[config.mk]
export PLATFORM = sky130hd
export DESIGN_NAME = sar_adc_seq
export DESIGN_NICKNAME = d
export VERILOG_FILES = /design/src/rtl/sar_adc_seq.sv
export SDC_FILE = /design/constraint.sdc
export NUM_CORES = 1
export LEC_CHECK = 0
export CORE_UTILIZATION = 50
export CTS_CLUSTER_DIAMETER = 40
export DETAILED_ROUTE_END_ITERATION = 7
export PLACE_DENSITY = 0.85
export SYNTH_ARGS = -nofsm -noshare
export SYNTH_HDL_FRONTEND = slang
export SYNTH_SLANG_ARGS = --single-unit
[constraint.sdc]
create_clock -name clk -period 6.9 [get_ports clk]
set_clock_uncertainty 0.05 [all_clocks]
set_input_delay 1.725 -clock clk [delete_from_list [all_inputs] [get_ports clk]]
set_output_delay 1.725 -clock clk [all_outputs]
set_load 0.02 [all_outputs]
[src/rtl/sar_adc_seq.sv]
// sar_adc_seq
//   Sequencer for a successive-approximation ADC. A conversion request closes
//   the sample switch, then resolves the code from MSB to LSB. For each bit it
//   drives a trial DAC code, waits for settling, pulses the comparator strobe
//   and keeps or clears the bit according to the synchronised comparator
//   decision.
//
// Ports
//   clk, rstb        system clock, synchronous active-low reset
//   start, abort     conversion request (taken only in IDLE), synchronous abort
//   busy, done       conversion in progress, one-cycle completion pulse
//   result           last completed conversion code
//   err              sticky timeout flag, cleared by the next accepted start
//   ms_adc_sample    sample switch control
//   ms_adc_dac       trial code to the capacitive DAC
//   ms_adc_clk       comparator strobe (rising edge launches a comparison)
//   ms_adc_rdy/cmp   asynchronous comparator handshake and decision
module sar_adc_seq #(
    parameter int NBITS       = 10,
    parameter int SAMPLE_CYC  = 8,
    parameter int SETTLE_CYC  = 4,
    parameter int TIMEOUT_CYC = 64
) (
    input  logic             clk,
    input  logic             rstb,
    input  logic             start,
    input  logic             abort,
    output logic             busy,
    output logic             done,
    output logic [NBITS-1:0] result,
    output logic             err,
    output logic             ms_adc_sample,
    output logic [NBITS-1:0] ms_adc_dac,
    output logic             ms_adc_clk,
    input  logic             ms_adc_rdy,
    input  logic             ms_adc_cmp
);

    // One shared counter serves sample length, settle length (plus its
    // rdy-stuck extension) and the WAIT timeout.
    localparam int CMAX = (SAMPLE_CYC > SETTLE_CYC + TIMEOUT_CYC) ?
                          SAMPLE_CYC : SETTLE_CYC + TIMEOUT_CYC;
    localparam int CW = $clog2(CMAX + 1);
    localparam int IW = $clog2(NBITS);

    localparam logic [CW-1:0] SAMP_LAST = CW'(SAMPLE_CYC - 1);
    localparam logic [CW-1:0] SET_LAST  = CW'(SETTLE_CYC - 1);
    localparam logic [CW-1:0] SET_TMO   = CW'(SETTLE_CYC - 1 + TIMEOUT_CYC);
    localparam logic [CW-1:0] WAIT_TMO  = CW'(TIMEOUT_CYC - 1);
    localparam logic [IW-1:0] MSB_IDX   = IW'(NBITS - 1);

    typedef enum logic [2:0] {
        S_IDLE, S_SAMPLE, S_SETTLE, S_STROBE, S_WAIT, S_DONE
    } state_t;

    state_t           state_q, state_d;
    logic [CW-1:0]    cnt_q, cnt_d;
    logic [IW-1:0]    bit_q, bit_d;
    logic [NBITS-1:0] dac_q, dac_d;
    logic [NBITS-1:0] result_q, result_d;
    logic             err_q, err_d;
    logic             rdy_m_q, rdy_s_q, cmp_m_q, cmp_s_q;
    logic             timeout;

    always_ff @(posedge clk) begin
        if (!rstb) begin
            state_q  <= S_IDLE;
            cnt_q    <= '0;
            bit_q    <= '0;
            dac_q    <= '0;
            result_q <= '0;
            err_q    <= 1'b0;
            rdy_m_q  <= 1'b0;
            rdy_s_q  <= 1'b0;
            cmp_m_q  <= 1'b0;
            cmp_s_q  <= 1'b0;
        end else begin
            state_q  <= state_d;
            cnt_q    <= cnt_d;
            bit_q    <= bit_d;
            dac_q    <= dac_d;
            result_q <= result_d;
            err_q    <= err_d;
            rdy_m_q  <= ms_adc_rdy;
            rdy_s_q  <= rdy_m_q;
            cmp_m_q  <= ms_adc_cmp;
            cmp_s_q  <= cmp_m_q;
        end
    end

    always_comb begin
        state_d  = state_q;
        cnt_d    = cnt_q;
        bit_d    = bit_q;
        dac_d    = dac_q;
        result_d = result_q;
        err_d    = err_q;
        timeout  = 1'b0;

        case (state_q)
            S_IDLE: begin
                if (start) begin
                    state_d = S_SAMPLE;
                    dac_d   = '0;
                    err_d   = 1'b0;
                    bit_d   = MSB_IDX;
                    cnt_d   = '0;
                end
            end
            S_SAMPLE: begin
                if (cnt_q == SAMP_LAST) begin
                    dac_d[bit_q] = 1'b1;
                    cnt_d        = '0;
                    state_d      = S_SETTLE;
                end else begin
                    cnt_d = cnt_q + 1'b1;
                end
            end
            S_SETTLE: begin
                // Minimum settle time, then hold off until the comparator has
                // dropped its previous rdy so the next handshake is fresh.
                if (cnt_q >= SET_LAST) begin
                    if (!rdy_s_q) begin
                        state_d = S_STROBE;
                        cnt_d   = '0;
                    end else if (cnt_q == SET_TMO) begin
                        timeout = 1'b1;
                    end else begin
                        cnt_d = cnt_q + 1'b1;
                    end
                end else begin
                    cnt_d = cnt_q + 1'b1;
                end
            end
            S_STROBE: begin
                state_d = S_WAIT;
                cnt_d   = '0;
            end
            S_WAIT: begin
                if (rdy_s_q) begin
                    dac_d[bit_q] = cmp_s_q;
                    cnt_d        = '0;
                    if (bit_q != '0) begin
                        dac_d[bit_q - 1'b1] = 1'b1;
                        bit_d   = bit_q - 1'b1;
                        state_d = S_SETTLE;
                    end else begin
                        // Final code is latched here so result is valid in
                        // the same cycle done is high.
                        result_d = dac_d;
                        dac_d    = '0;
                        state_d  = S_DONE;
                    end
                end else if (cnt_q == WAIT_TMO) begin
                    timeout = 1'b1;
                end else begin
                    cnt_d = cnt_q + 1'b1;
                end
            end
            S_DONE: begin
                state_d = S_IDLE;
            end
            default: begin
                state_d = S_IDLE;
            end
        endcase

        if (timeout) begin
            err_d   = 1'b1;
            dac_d   = '0;
            cnt_d   = '0;
            state_d = S_IDLE;
        end

        // Abort overrides everything decided above, keeping result and err.
        if (abort && state_q != S_IDLE) begin
            state_d  = S_IDLE;
            dac_d    = '0;
            cnt_d    = '0;
            bit_d    = bit_q;
            result_d = result_q;
            err_d    = err_q;
        end
    end

    assign busy          = (state_q == S_SAMPLE) || (state_q == S_SETTLE) ||
                           (state_q == S_STROBE) || (state_q == S_WAIT);
    assign done          = (state_q == S_DONE);
    assign ms_adc_sample = (state_q == S_SAMPLE);
    assign ms_adc_clk    = (state_q == S_STROBE) || (state_q == S_WAIT);
    assign ms_adc_dac    = dac_q;
    assign result        = result_q;
    assign err           = err_q;

endmodule

* Yosys cells after proc, flatten, opt, wreduce, memory -nomap -nowiden *
Index checks and enable logic that the tools add are counted.

operators by class
  add/sub/neg operators = 2
  magnitude comparators = 5
  eq/ne operators = 16
  multiplexer cells = 38
  bitwise logic cells = 5
  reduce and logical (&&, ||, !) cells = 22

operators with widths
  operator             count
  $mux 7               7
  $mux 10              4
  $pmux 7 s5           1
  $pmux 10 s3          1
  $or 10x10->10        2
  $mux 3               6
  $pmux 3 s5           1
  $mux 4               3
  $reduce_and 4->1     3
  $bwmux 10            1
  $lt 4x5->1 const B   2
  $mux 1               10
  $ne 2x2->1 const B   5
  $reduce_and 5->1     2
  $demux 1 s4          2
  $ge 4x1->1 const B   2
  $pmux 4 s2           1
  $add 7x1->7 const B  1
  $eq 7x3->1 const B   1
  $eq 7x6->1 const B   1
  $eq 7x7->1 const B   1
  $ge 7x2->1 const B   1
  $eq 3x2->1 const B   2
  $eq 3x3->1 const B   2
  16 further kinds     26

word-level totals
  register bits = 39
  word-level logic and storage cells = 98

* Longest topological paths before layout *
  word-level depth = 9
  depth in mapped cells = 10

* Worst setup path before layout *
Ideal clock, no wire load.

  kind = reg2out
  start = register state_q[2]
  end = output busy
  data arrival time = 1147 ps
  data required time = 5125 ps
  setup slack = 3978 ps
  stages on the path, launching flop included = 5
  path buffers = 2
  cell sequence = dfxtp_1 > buf_2 > buf_1 > nor3_1 > nor2b_1

on the way
  cells in the longest elaborated chain, start to end = 4
  elaborated cells between the ends (all ways) = 7
  those cells by class = 4 x eq/ne; 3 x reduce/logical

RTL lines
  element                                          line  source
  start: declaration                               56    state_t state_q, state_d;
  start signal: assignment                         78    state_q <= state_d;
  $eq 3x1->1 / $eq 3x2->1 (equally long branches)  186   assign busy = (state_q == S_SAMPLE) || (state_q == S_SETTLE) ||
  $logic_or 1x1->1 (2 in a row)                    186
  $logic_or 1x1->1 *                               187   (state_q == S_STROBE) || (state_q == S_WAIT);
  end: declaration                                 28    output logic busy,

Every way passes the cells marked *; elsewhere a longest branch is shown, timed or not.

* Worst setup path in the final report *
  start = register state_q[0]
  end = output ms_adc_sample

on the way
  cells in the longest elaborated chain, start to end = 1

RTL lines
  element           line  source
  $eq 3x1->1        189   assign ms_adc_sample = (state_q == S_SAMPLE);
  end: declaration  32    output logic ms_adc_sample,

Every way passes these cells.

==> flow_summary.ini <==
[critical_path]
crit_chain = nor3b_2 > clkdlybuf4s50_1
endpoint_kind = output port
crit_type = reg2out
max_stage_delay_ns = 0.87
crit_fanout = 15
crit_required_ns = 5.12
critPathTopFamily = simple AND/OR/NAND/NOR gates
arrival_ns = 2.55
crit_path_start_kind = register
slowest_stage = nor3b_2
critPathBufInv = 1

[placement]
port-buffer-count = 30
routabilityCongestion = 0.841
dpl_cell_area_sq_mm = 0.00265
post-place-ws_ns = 2.93
dp_hpwl_um = 3680

[power]
vdd_drop_max_mv = 0.193
p_total_uw = 638
pwr_density_cell_mw_per_mm2 = 233
leakage_nw = 1.00

[final_layout]
final_area_sq_mm = 0.00274
n_fill_cell = 373
drive_gt1_share_pct = 5.92
final_nets = 317
final_cell_mix = dfxtp_1, nand2_1, clkdlybuf4s50_1
n_antenna_cell = 0
final_common_cell = dfxtp_1
areaGrowthSynthToFinish_pct = 15.0

[cts]
cts_hold_buf = 0
cts.root.buffer_cell = clkbuf_8
ctsHtreeMaxLevel = 2
cts_setup_buffers = 0
path_clk_slew_ns = 0.08
clk_latency_ns = 0.29
clkSinkCount = 39
cts.repair.resized = 0
cts_buffers = 5
cts_tree = yes
cts_buffer_depth = 2

[job]
max-cap-violations = 0

[timing]
slew_violations = 0
maxSlewHeadroom_pct = 14.2
fin_ws_ns = 2.57
worst_slew_pin_slew_ns = 1.28
hold_violations = 0
setup_violations = 0
period_share_pct = 62.7
fin_setup_tns_ns = 0
fin_crit_ns = 4.33
rsz0062_at_grt = false
max_freq_mhz = 231

[synthesis]
synth_area_sq_mm = 0.00238
ys_seq_area_share_pct = 32.8
dominantRegCellSynth = dfxtp_1
yosysTopAreaCell = dfxtp_1
syn_inst = 284
synth_top_area_share_pct = 32.8
yosys-top-cells-area = dfxtp_1, nand2_1, ha_1, a311oi_1, nor2_1
yosysWarnings = 0
ys_seq_elements = 39
synth_nets = 298
synth_cell_types = 55
async_flop_share_pct = 0
syn_avg_cell_area_sq_um = 8.38
synth_edf_count = 0

[die]
die_h_um = 71.0
row_count = 24
initial_core_util_pct = 53.2
dieArea_sq_mm = 0.00504
io-pin-count = 31
coreArea_sq_mm = 0.00447
die_x_um = 71.0

[detailed_routing]
ant_nets = 0
drt-total-wl_um = 5200
drt_iter0_markers = 168
vias = 2168
drt-wirelength-per-cell_um = 14.6
via_per_inst = 6.09
drt-pass1-iter-count = 7
drc_errors = 2

[global_route]
grt_pass1_wl_um = 8810
first_global_vias = 1926
grtUsageTotal_pct = 21.7
grt_max_degree = 22
grt_remaining_overflow = 0
antenna_found_initial = 0

[run_status]
outcome = finished with violations
violations = DRC

[min_path]
min_path_type = reg2reg
[cells by family after synthesis]
family	synth area share, %
and+or+nand+nor	32.1
AOI/OAI and AO/OA	24.0
DFF	32.8
buffers and inverters	4.89
adders and majority gates	4.21
xor gates and xnor gates	1.10
muxes	0.894
[area by class of cell]
class / count / area (sq um) / share of cell area [%]
Multi-Input combinational cell: 221 / 1480 / 54.2
Clock buffer: 6 / 72.6 / 2.65
Inverter: 6 / 22.5 / 0.823
Tap cell: 52 / 65.1 / 2.38
Clock inverter: 2 / 12.5 / 0.457
Sequential cell: 39 / 781 / 28.5
Timing Repair Buffer: 30 / 300 / 11.0
[report_power, final]
| part | internal (mW) | leakage (nW) | switching (mW) | total [mW] |
|---|---|---|---|---|
| clock | 0.0707 | 0.0412 | 0.0804 | 0.151 |
| sequential | 0.237 | 0.316 | 0.0282 | 0.266 |
| combinational | 0.0870 | 0.646 | 0.134 | 0.221 |
[stage by stage]
step | hold slack (ns) | std cells | utilization (%)
2_1_floorplan | 0.362 | 284 | -
3_3_place_gp | 0.364 | 348 | 59.3
3_5_place_dp | 0.372 | 348 | 59.3
4_1_cts | 0.391 | 356 | 61.2
5_1_grt | 0.419 | 356 | 61.2
6_report | 0.390 | 356 | 61.2
[per-layer routing]
layer / vias up / part of all wire, % / global-route usage (%)
li1: 1085 / - / -
met1: 1027 / 47 / 29.2
met2: 54 / 47 / 35.5
met3: 2 / 4.9 / 5.13
met4: 0 / 0.40 / 4.44
met5: - / 0 / 0
[path summary, 6_finish.rpt]
| kind | from | endpoint | slack, ns | depth (start not counted) |
|---|---|---|---|---|
| max | state_q[0] | ms_adc_sample | 2.57 | 2 |
| min | cmp_m_q | cmp_s_q | 0.39 | 1 |
| max reg2reg | bit_q[0] | ms_adc_dac[0] | 4.00 | 7 |
| min reg2reg | cmp_m_q | cmp_s_q | 0.39 | 1 |
[Yosys cell counts (6+ instances only)]
| cell type | number |
|---|---|
| a21o_1 | 8 |
| a21oi_1 | 10 |
| a22o_1 | 6 |
| a311oi_1 | 10 |
| a32oi_1 | 6 |
| and2_1 | 10 |
| buf_2 | 6 |
| clkbuf_1 | 8 |
| dfxtp_1 | 39 |
| ha_1 | 8 |
| inv_1 | 6 |
| nand2_1 | 36 |
| nand2b_1 | 7 |
| nand3_1 | 13 |
| nand3b_1 | 10 |
| nor2_1 | 21 |
| nor2b_1 | 8 |
| nor3_1 | 6 |
| o2bb2ai_1 | 6 |
[registers in the layout (all words and copies together) (netlist names)]
register and count:
cmp_m_q 1, ms_adc_dac 10, cnt_q 7, rdy_s_q 1
cmp_s_q 1, err 1, bit_q 4, state_q 3
rdy_m_q 1, result 10
Power figures use the tool's default switching activity.
